`src/rtl/pipe_pkg.sv`:
```
// Shared constants for the pipeline boundary registers: bundle widths,
// control-field bit positions and the stage-register occupancy encoding.
package pipe_pkg;

  localparam int EXMEM_CTRL_W = 4;
  localparam int EXMEM_DATA_W = 133;  // aluout, writedata, writereg, a0, v0
  localparam int MEMWB_CTRL_W = 3;
  localparam int MEMWB_DATA_W = 165;  // readdata, aluout, writereg, a0, v0, instr

  localparam int CTRL_SYSCALL  = 0;
  localparam int CTRL_REGWRITE = 1;
  localparam int CTRL_MEMTOREG = 2;
  localparam int CTRL_MEMWRITE = 3;

  typedef enum logic [1:0] {
    EMPTY = 2'd0,
    ONE   = 2'd1,
    TWO   = 2'd2
  } state_t;

endpackage

```
`src/rtl/pipe_stage_reg_if.sv`:
```
// Valid/ready beat carrying one control bundle and one data bundle.
interface pipe_stage_reg_if #(
  parameter int CTRL_W = 4,
  parameter int DATA_W = 133
);
  logic              valid;
  logic              ready;
  logic [CTRL_W-1:0] ctrl;
  logic [DATA_W-1:0] data;

  modport master (output valid, output ctrl, output data, input ready);
  modport slave  (input valid, input ctrl, input data, output ready);
endinterface

```
`src/rtl/pipe_stage_reg_sat_counter.sv`:
```
// Statistics counter that sticks at all-ones instead of wrapping.
module sat_counter #(
  parameter int W = 16
) (
  input  logic         clk,
  input  logic         rst_n,
  input  logic         inc,
  input  logic         clear,
  output logic [W-1:0] cnt
);
  logic [W-1:0] cnt_q, cnt_d;

  always_comb begin
    cnt_d = cnt_q;
    if (clear)
      cnt_d = '0;
    else if (inc && (cnt_q != '1))
      cnt_d = cnt_q + W'(1);
  end

  always_ff @(posedge clk or negedge rst_n) begin
    if (!rst_n) cnt_q <= '0;
    else        cnt_q <= cnt_d;
  end

  assign cnt = cnt_q;
endmodule

```
`src/rtl/pipe_stage_reg.sv`:
```
// Reusable pipeline boundary register with handshake, stall, flush, optional
// skid entry and hazard taps.
//   state | meaning
//   EMPTY | no entry held
//   ONE   | main entry valid
//   TWO   | main and skid entries valid (SKID=1 only)
module pipe_stage_reg
  import pipe_pkg::*;
#(
  parameter int CTRL_W = EXMEM_CTRL_W,
  parameter int DATA_W = EXMEM_DATA_W,
  parameter int HZ_W   = 2,
  parameter int SKID   = 1,
  parameter int CNT_W  = 16
) (
  input  logic              clk,
  input  logic              rst_n,
  pipe_stage_reg_if.slave   up,
  pipe_stage_reg_if.master  dn,
  input  logic              stall,
  input  logic              flush,
  output logic [HZ_W-1:0]   hz_ctrl,
  output logic [CNT_W-1:0]  stall_cnt,
  output logic [CNT_W-1:0]  bubble_cnt
);
  state_t            state_q, state_d;
  logic [CTRL_W-1:0] main_ctrl_q, main_ctrl_d, skid_ctrl_q, skid_ctrl_d;
  logic [DATA_W-1:0] main_data_q, main_data_d, skid_data_q, skid_data_d;
  logic              in_ready_q, in_ready_d;
  logic              rst_done_q, rst_done_d;
  logic [HZ_W-1:0]   hz_q, hz_d;

  logic              out_valid_w, in_ready_w, in_xfer, out_xfer;
  logic [CTRL_W-1:0] out_ctrl_w;

  assign out_valid_w = (state_q != EMPTY) & ~stall;
  assign out_ctrl_w  = out_valid_w ? main_ctrl_q : '0;

  // A flush always takes the offered beat so upstream never blocks on a squash.
  always_comb begin
    if (SKID != 0)
      in_ready_w = rst_done_q & (flush | (in_ready_q & ~stall));
    else
      in_ready_w = rst_done_q & (flush | ((~out_valid_w | dn.ready) & ~stall));
  end

  assign in_xfer  = up.valid & in_ready_w;
  assign out_xfer = out_valid_w & dn.ready;

  always_comb begin
    state_d     = state_q;
    main_ctrl_d = main_ctrl_q;
    main_data_d = main_data_q;
    skid_ctrl_d = skid_ctrl_q;
    skid_data_d = skid_data_q;
    rst_done_d  = 1'b1;
    if (flush) begin
      state_d     = EMPTY;
      main_ctrl_d = '0;
      skid_ctrl_d = '0;
    end else begin
      case (state_q)
        EMPTY: begin
          if (in_xfer) begin
            state_d     = ONE;
            main_ctrl_d = up.ctrl;
            main_data_d = up.data;
          end
        end
        ONE: begin
          if (in_xfer && (out_xfer || (SKID == 0))) begin
            main_ctrl_d = up.ctrl;
            main_data_d = up.data;
          end else if (in_xfer) begin
            state_d     = TWO;
            skid_ctrl_d = up.ctrl;
            skid_data_d = up.data;
          end else if (out_xfer) begin
            state_d = EMPTY;
          end
        end
        TWO: begin
          if (out_xfer) begin
            state_d     = ONE;
            main_ctrl_d = skid_ctrl_q;
            main_data_d = skid_data_q;
          end
        end
        default: state_d = EMPTY;
      endcase
    end
    in_ready_d = (state_d != TWO) & ~stall;
    hz_d       = out_ctrl_w[HZ_W-1:0];
  end

  always_ff @(posedge clk or negedge rst_n) begin
    if (!rst_n) begin
      state_q     <= EMPTY;
      main_ctrl_q <= '0;
      main_data_q <= '0;
      skid_ctrl_q <= '0;
      skid_data_q <= '0;
      in_ready_q  <= 1'b0;
      rst_done_q  <= 1'b0;
      hz_q        <= '0;
    end else begin
      state_q     <= state_d;
      main_ctrl_q <= main_ctrl_d;
      main_data_q <= main_data_d;
      skid_ctrl_q <= skid_ctrl_d;
      skid_data_q <= skid_data_d;
      in_ready_q  <= in_ready_d;
      rst_done_q  <= rst_done_d;
      hz_q        <= hz_d;
    end
  end

  sat_counter #(.W(CNT_W)) u_stall_cnt (
    .clk   (clk),
    .rst_n (rst_n),
    .inc   (stall),
    .clear (1'b0),
    .cnt   (stall_cnt)
  );

  sat_counter #(.W(CNT_W)) u_bubble_cnt (
    .clk   (clk),
    .rst_n (rst_n),
    .inc   (~out_valid_w & ~stall),
    .clear (1'b0),
    .cnt   (bubble_cnt)
  );

  assign up.ready = in_ready_w;
  assign dn.valid = out_valid_w;
  assign dn.ctrl  = out_ctrl_w;
  assign dn.data  = main_data_q;
  assign hz_ctrl  = hz_q;
endmodule

```
`src/flat_wrapper.sv`:
```
// flat-port wrapper written by rule: the top's interface ports become plain ports
module pipe_stage_reg_flat import pipe_pkg::*;
#(
  parameter int CTRL_W = EXMEM_CTRL_W,
  parameter int DATA_W = EXMEM_DATA_W,
  parameter int HZ_W   = 2,
  parameter int SKID   = 1,
  parameter int CNT_W  = 16
)
  (clk, rst_n, stall, flush, hz_ctrl, stall_cnt, bubble_cnt, up_valid, up_ctrl, up_data, up_ready, dn_valid, dn_ctrl, dn_data, dn_ready);
  pipe_stage_reg_if #(.CTRL_W(CTRL_W), .DATA_W(DATA_W)) up_i ();
  pipe_stage_reg_if #(.CTRL_W(CTRL_W), .DATA_W(DATA_W)) dn_i ();
  input  logic clk;
  input  logic rst_n;
  input  logic stall;
  input  logic flush;
  output logic [HZ_W-1:0] hz_ctrl;
  output logic [CNT_W-1:0] stall_cnt;
  output logic [CNT_W-1:0] bubble_cnt;
  input wire logic [$bits(up_i.valid)-1:0] up_valid;
  input wire logic [$bits(up_i.ctrl)-1:0] up_ctrl;
  input wire logic [$bits(up_i.data)-1:0] up_data;
  output wire logic [$bits(up_i.ready)-1:0] up_ready;
  output wire logic [$bits(dn_i.valid)-1:0] dn_valid;
  output wire logic [$bits(dn_i.ctrl)-1:0] dn_ctrl;
  output wire logic [$bits(dn_i.data)-1:0] dn_data;
  input wire logic [$bits(dn_i.ready)-1:0] dn_ready;
  assign up_i.valid = up_valid;
  assign up_i.ctrl = up_ctrl;
  assign up_i.data = up_data;
  assign up_ready = up_i.ready;
  assign dn_valid = dn_i.valid;
  assign dn_ctrl = dn_i.ctrl;
  assign dn_data = dn_i.data;
  assign dn_i.ready = dn_ready;
  pipe_stage_reg #(.CTRL_W(CTRL_W), .DATA_W(DATA_W), .HZ_W(HZ_W), .SKID(SKID), .CNT_W(CNT_W)) u_core (.clk(clk), .rst_n(rst_n), .up(up_i), .dn(dn_i), .stall(stall), .flush(flush), .hz_ctrl(hz_ctrl), .stall_cnt(stall_cnt), .bubble_cnt(bubble_cnt));
endmodule
```
`config.mk`:
```
export PLATFORM = sky130hd
export DESIGN_NAME = pipe_stage_reg_flat
export DESIGN_NICKNAME = d
export VERILOG_FILES = /design/src/rtl/pipe_pkg.sv /design/src/rtl/pipe_stage_reg_if.sv /design/src/rtl/pipe_stage_reg_sat_counter.sv /design/src/rtl/pipe_stage_reg.sv /design/src/flat_wrapper.sv
export SDC_FILE = /design/constraint.sdc
export NUM_CORES = 1
export LEC_CHECK = 0
export CAP_MARGIN = 10
export CELL_PAD_IN_SITES_DETAIL_PLACEMENT = 0
export CELL_PAD_IN_SITES_GLOBAL_PLACEMENT = 1
export CORE_UTILIZATION = 42
export DETAILED_ROUTE_END_ITERATION = 12
export GPL_TIMING_DRIVEN = 1
export PLACE_DENSITY = 0.85
export SYNTH_ARGS = -nofsm -noshare
export SYNTH_HDL_FRONTEND = slang
export SYNTH_HIERARCHICAL = 1
export SYNTH_SLANG_ARGS = --single-unit
```
`constraint.sdc`:
```
create_clock -name clk -period 2.6 [get_ports clk]
set_clock_uncertainty 0.05 [all_clocks]
set_input_delay 0.39 -clock clk [delete_from_list [all_inputs] [get_ports clk]]
set_output_delay 0.39 -clock clk [all_outputs]
set_load 0.02 [all_outputs]
```
==> flow_metrics.py, run 1 <==
metrics = {
    "setup_path": {
        "cp-end-kind": "primary output",
        "cp.required_ps": 2160,
        "reg2reg_from": "u_core/state_q[1]",
        "path_class": "flop to primary output",
        "cp-start-kind": "flop",
        "crit_fanout": 7,
        "crit_arrival_ps": 2050,
        "crit_start": "u_core/state_q[1]",
    },
    "finish": {
        "areaGrowthSynthToFinish_pct": 36.7,
        "final_nets": 1481,
        "design_area_mm2": 0.0196,
        "final_common_cell": "clkdlybuf4s50_1",
        "utilization_pct": 58.4,
        "layout_common_cells": "313 x clkdlybuf4s50_1, 311 x dfrtp_1, 259 x mux2_2",
        "drive_above_1_share_pct": 34.2,
    },
    "grt": {
        "antenna_found_initial": 1,
        "grt_start_max_net_pins": 74,
        "track_usage_pct": 19.5,
        "grt_pass1_wl_um": 55000,
        "first_global_vias": 9962,
        "grt_remaining_overflow": 0,
    },
    "yosys": {
        "synth_edf_count": 0,
        "ys_warn_count": 6,
        "synth.largest_area_cell": "dfrtp_1",
        "synth_top_cell_area_share_pct": 54.4,
        "mappedNetlistArea_mm2": 0.0144,
        "ys.flop_type": "dfrtp_1",
        "syn_area_per_cell_um2": 14.6,
        "synth_seq_cells": 312,
        "yosysSeqAreaShare_pct": 54.4,
        "async_reset_ff_share_pct": 100,
        "synthCells": 983,
        "synth.area.top_cells": "dfrtp_1 54%, mux2_2 20%, mux2_4 7.3%, mux2_1 6.1%, buf_6 1.3%",
        "synthDistinctLibCells": 48,
    },
    "clock_tree": {
        "clockBufferDepth": 3,
        "cts_tree": "built",
        "cts_inserted_buffers": 36,
        "clk-insertion-delay-late_ps": 510,
        "h-tree-depth": 2,
        "cts.sink_count": 312,
        "path_clk_slew_ps": 60,
        "root_buffer": "clkbuf_16",
    },
    "route": {
        "ant_nets": 0,
        "num_vias": 9392,
        "drc": 0,
        "routedWlPerCell_um": 18.8,
        "finalWirelength_um": 34100,
        "dr.pass1.iters": 4,
        "drt_iter0_markers": 334,
        "viasPerCell": 5.19,
    },
    "floorplan": {
        "die_width_um": 187,
        "core_area_mm2": 0.0336,
        "rows": 67,
        "die_h_um": 187,
        "pin_count": 316,
        "dieArea_mm2": 0.0349,
        "start_util_pct": 42.7,
    },
    "power_and_ir_drop": {
        "power_density_mw_per_mm2": 773,
        "p_leak_nw": 8.58,
        "ir_drop_v": 0.000483,
    },
    "sta": {
        "worst_slew_pin_slew_ps": 656,
        "maxSlewHeadroom_pct": 56.2,
        "drv_slew": 0,
        "setup_viol": 0,
        "period_share_pct": 95.8,
        "whs_ps": 392,
        "hold_violations": 0,
        "rsz0062_at_grt": "false",
        "period_minus_slack_ps": 2490,
        "tns_ps": 0,
        "fmax_ghz": 0.401,
    },
    "outcome": {
        "status": "finished, final reports clean",
    },
    "hold_path": {
        "hold_class": "input port to asynchronous set/reset pin",
    },
    "placed_design": {
        "placed_area_mm2": 0.0184,
        "dpl.hpwl_um": 23700,
        "gp_congestion": 0.765,
        "io_buffers": 315,
    },
    "run": {
        "drv_cap": 0,
    },
}
Yosys cell counts, types with 5 or more instances:
master / count
clkbuf_1: 9
or4_1: 10
nor3_1: 7
o21ai_1: 6
nor2b_1: 8
buf_1: 6
o21ai_0: 6
or3_1: 9
dfrtp_1: 312
nand2_1: 14
buf_2: 23
mux2_1: 78
nor4_1: 8
and3_1: 5
mux2_4: 70
buf_6: 17
mux2_2: 259
o31ai_1: 14
o22ai_1: 5
nand4_1: 13
inv_1: 15
nand3_1: 6
a21oi_1: 29
nor2_1: 12
final timing paths:
kind                       slack, ps  cells past startpoint                 endpoint
setup / recovery                 110                      3               dn_ctrl[0]
hold / removal                   390                      2      u_core/dn.data[121]
setup reg to reg                 440                      5       u_core/dn.data[91]
hold reg to reg                  430                      1  u_core/skid_data_q[124]
max in group asynchronous       1270                      3        u_core/state_q[0]
min in group clk                 430                      1  u_core/skid_data_q[124]
flip-flops by register name (all words and copies together) (netlist names):
name                     count
u_core/skid_ctrl_q           4
u_core/in_ready_q            1
u_core/skid_data_q         133
u_core/rst_done_q            1
u_core/hz_ctrl               2
u_core/main_ctrl_q           4
u_core/dn.data             133
u_core/u_bubble_cnt/cnt     16
u_core/u_stall_cnt/cnt      16
u_core/state_q               2
what timing repair did:
action | CTS | global route
endpoints found under the setup margin | 0 | 3
setup buffers | 0 | 0
resized for setup | 0 | 2
hold endpoints to repair | 65 | 0
hold buffers | 1 | 0
power breakdown:
| group | internal [mW] | leakage, nW | switching [mW] | total (mW) |
|---|---|---|---|---|
| Sequential | 5.75 | 4.01 | 0.516 | 6.27 |
| Combinational | 2.11 | 3.96 | 1.58 | 3.69 |
| Clock | 3.26 | 0.609 | 1.97 | 5.23 |
| Total | 11.1 | 8.58 | 4.06 | 15.2 |
metrics by stage:
stage | power, mW | worst slack, ps | instances
floorplan | 8.10 | 600 | 986
global placement | 9.94 | 111 | 1745
detailed placement | 10.0 | 52.7 | 1745
CTS | 15.4 | 32.3 | 1808
global route | 15.8 | 13.4 | 1809
finish | 15.2 | 109 | 1809
layout make-up:
cell class                 count  area [µm²]
antenna                        1        2.50
clock buffer                  52        1070
clock inverter                10         158
fill                        2685       14000
inverter                      16        60.1
multi-input combinational    601        6140
sequential                   312        7810
tap                          448         561
timing repair buffer         369        3830
routing by layer:
metal	up-vias	GRT usage, %	routed length [µm]
li1	4311	-	-
met1	4774	26.3	15300
met2	250	31.3	16000
met3	57	4.50	1970
met4	0	6.15	831
met5	-	0	0
critical path, cell delays in order (launching register included):
cell	delay, ps
dfrtp_1	480
nor2_1	170
nor3_1	230
clkdlybuf4s50_1	650
cell families after synthesis:
group | after synthesis | synth area share [%]
buffers and inverters | 73 | 3.05
AND/OR/NAND/NOR | 112 | 5.08
multiplexers | 408 | 33.8
AO/OA/AOI/OAI | 74 | 3.46
adder cells (fa/ha/maj) | 2 | 0.174
flip-flops | 312 | 54.4
other | 2 | 0.0523
Note: power is estimated with default switching activity, not from simulation.
==> run 2: changes to the inputs <==
--- a/config.mk
+++ b/config.mk
@@ -10,6 +10,7 @@
 export CELL_PAD_IN_SITES_GLOBAL_PLACEMENT = 1
 export CORE_UTILIZATION = 42
 export DETAILED_ROUTE_END_ITERATION = 12
+export GPL_ROUTABILITY_DRIVEN = 0
 export GPL_TIMING_DRIVEN = 1
 export PLACE_DENSITY = 0.85
 export SYNTH_ARGS = -nofsm -noshare
==> results of run 2 <==
Final layout, timing and power as in run 1 (identical DEF).
==> run 3: changes to the inputs <==
--- a/config.mk
+++ b/config.mk
@@ -8,11 +8,13 @@
 export CAP_MARGIN = 10
 export CELL_PAD_IN_SITES_DETAIL_PLACEMENT = 0
 export CELL_PAD_IN_SITES_GLOBAL_PLACEMENT = 1
-export CORE_UTILIZATION = 42
+export CORE_UTILIZATION = 43
+export CTS_BUF_LIST = sky130_fd_sc_hd__clkbuf_8
 export DETAILED_ROUTE_END_ITERATION = 12
 export GPL_ROUTABILITY_DRIVEN = 0
 export GPL_TIMING_DRIVEN = 1
-export PLACE_DENSITY = 0.85
+export PLACE_DENSITY = 0.87
+export RECOVER_POWER = 100
 export SYNTH_ARGS = -nofsm -noshare
 export SYNTH_HDL_FRONTEND = slang
 export SYNTH_HIERARCHICAL = 1
==> flow_metrics.py, run 3 (synthesis gave the netlist of run 1 again) <==
metrics = {
    "outcome": {
        "status": "complete, but fails checks",
        "violations": "max-capacitance violations, max-slew violations",
    },
    "grt": {
        "antenna_found_initial": 0,
        "grt_remaining_overflow": 0,
        "first_global_vias": 9991,
        "grt_start_max_net_pins": 77,
        "track_usage_pct": 19.8,
        "grt_pass1_wl_um": 53500,
    },
    "setup_path": {
        "crit_fanout": 10,
        "path_delay_family": "buffers and inverters",
        "path_depth": 3,
        "crit_chain": "nor2_1 > nor3_1 > clkdlybuf4s50_1",
        "path_class": "flop to primary output",
        "cp-endpoint": "dn_ctrl[0]",
        "cpMaxStageDelayCell": "clkdlybuf4s50_1",
        "crit_start": "u_core/state_q[0]",
        "reg2reg_from": "u_core/state_q[1]",
        "reg2reg_depth": 5,
        "cp-end-kind": "primary output",
        "crit_arrival_ps": 2040,
        "path_buf_inv": 1,
        "worstReg2RegEnd": "u_core/dn.data[50]",
        "cp-start-kind": "flop",
        "r2r_slack_ps": 150,
        "critPathMaxStageDelay_ps": 650,
        "cp.required_ps": 2160,
    },
    "sta": {
        "setup_viol": 0,
        "drv_slew": 64,
        "fmax_ghz": 0.404,
        "maxSlewHeadroom_pct": -24.4,
        "tns_ps": 0,
        "setup_ws_ps": 123,
        "worst_slew_pin_slew_ps": 1870,
        "rsz0062_at_grt": "false",
        "period_minus_slack_ps": 2480,
        "period_share_pct": 95.3,
        "hold_violations": 0,
    },
    "route": {
        "drt_iter0_markers": 287,
        "ant_nets": 0,
        "drc": 0,
        "viasPerCell": 5.13,
        "dr.pass1.iters": 5,
        "routedWlPerCell_um": 18.3,
        "num_vias": 9358,
        "finalWirelength_um": 33500,
    },
    "floorplan": {
        "start_util_pct": 43.9,
        "core_area_mm2": 0.0327,
        "dieArea_mm2": 0.0341,
        "die_h_um": 185,
        "rows": 66,
        "die_width_um": 185,
        "pin_count": 316,
    },
    "power_and_ir_drop": {
        "power_density_mw_per_mm2": 722,
        "p_leak_nw": 8.42,
        "ir_drop_v": 0.000459,
    },
    "placed_design": {
        "pre_cts_ws_ps": 122,
        "io_buffers": 315,
        "dpl.hpwl_um": 23200,
    },
    "finish": {
        "final_nets": 1490,
        "areaGrowthSynthToFinish_pct": 31.6,
        "final_common_cell": "dfrtp_1",
        "drive_above_1_share_pct": 28.7,
        "regArea_mm2": 0.00781,
        "layout_common_cells": "310 x dfrtp_1, 256 x mux2_2, 169 x dlygate4sd3_1",
        "fillers": 2740,
        "multi_input_area_mm2": 0.00586,
    },
    "clock_tree": {
        "clk-insertion-delay-late_ps": 560,
        "cts_tree": "built",
        "h-tree-depth": 2,
        "root_buffer": "clkbuf_8",
        "clockBufferDepth": 3,
        "path_clk_slew_ps": 60,
        "cts.sink_count": 312,
        "cts_inserted_buffers": 53,
    },
    "hold_path": {
        "holdPathStages": 2,
        "hold_class": "input port to flop",
    },
    "run": {
        "drv_cap": 1,
    },
}
==> run 3: cell types whose count changed in the layout (fill, tap and decap cells not counted), sizes merged <==
cell           before  now
clkinvlp            0    2
clkdlybuf4s50     313  146
buf                54   27
clkbuf             52   82
inv                18   31
bufinv              4    1
dlymetal6s2s        1    0
clkinv              4   10
dlygate4sd3         1  169
==> run 3: worst min-delay path by stage <==
stage / to / startpoint
final: u_core/skid_data_q[87] / up_data[87]
after global routing: u_core/skid_data_q[87] / up_data[87]
after CTS: u_core/skid_data_q[87] / rst_n
after detailed placement: u_core/skid_data_q[101] / rst_n
after global placement: u_core/skid_data_q[97] / rst_n
after floorplan: u_core/dn.data[0] / rst_n
==> run 3: per-layer routing <==
metal	part of all wire [%]	GRT usage (%)	vias to the layer above
met5	0	0	-
met4	1.8	5.45	0
met3	8.9	7.33	50
met2	47	31.7	276
met1	42	25.1	4680
li1	-	-	4352
==> run 3: power breakdown <==
group | leakage (nW) | switching [mW] | internal [mW]
sequential | 4.01 | 0.462 | 5.75
combinational | 3.83 | 1.57 | 1.66
clock | 0.586 | 1.92 | 2.28
total | 8.42 | 3.96 | 9.70
==> run 3: what timing repair did <==
item,4_1_cts,5_1_grt
pin swaps,0,0
setup endpoints to repair,2,3
resized for setup,1,1
hold buffers,1,0
buffers inserted,0,0
hold endpoints to repair,57,0
==> run 3: area by class of cell <==
type,count,share of cell area (%)
timing repair buffer,361,19.1
clock inverter,28,0.801
tap,442,2.93
clock buffer,63,4.59
sequential,312,41.3
inverter,16,0.318
antenna,1,0.0132
multi-input combinational,601,31.0
==> run 3: through the flow <==
stage / power (mW) / hold WS, ps / util, % / instances / area (µm²)
after CTS: 14.4 / 320 / 59.2 / 1823 / 19300
after global placement: 9.94 / 349 / 56.0 / 1731 / 18300
after detailed placement: 10.0 / 352 / 56.0 / 1731 / 18300
after floorplan: 8.10 / 44.4 / - / 986 / 14400
after global routing: 14.4 / 358 / 57.8 / 1823 / 18900
final: 13.7 / 394 / 57.8 / 1824 / 18900
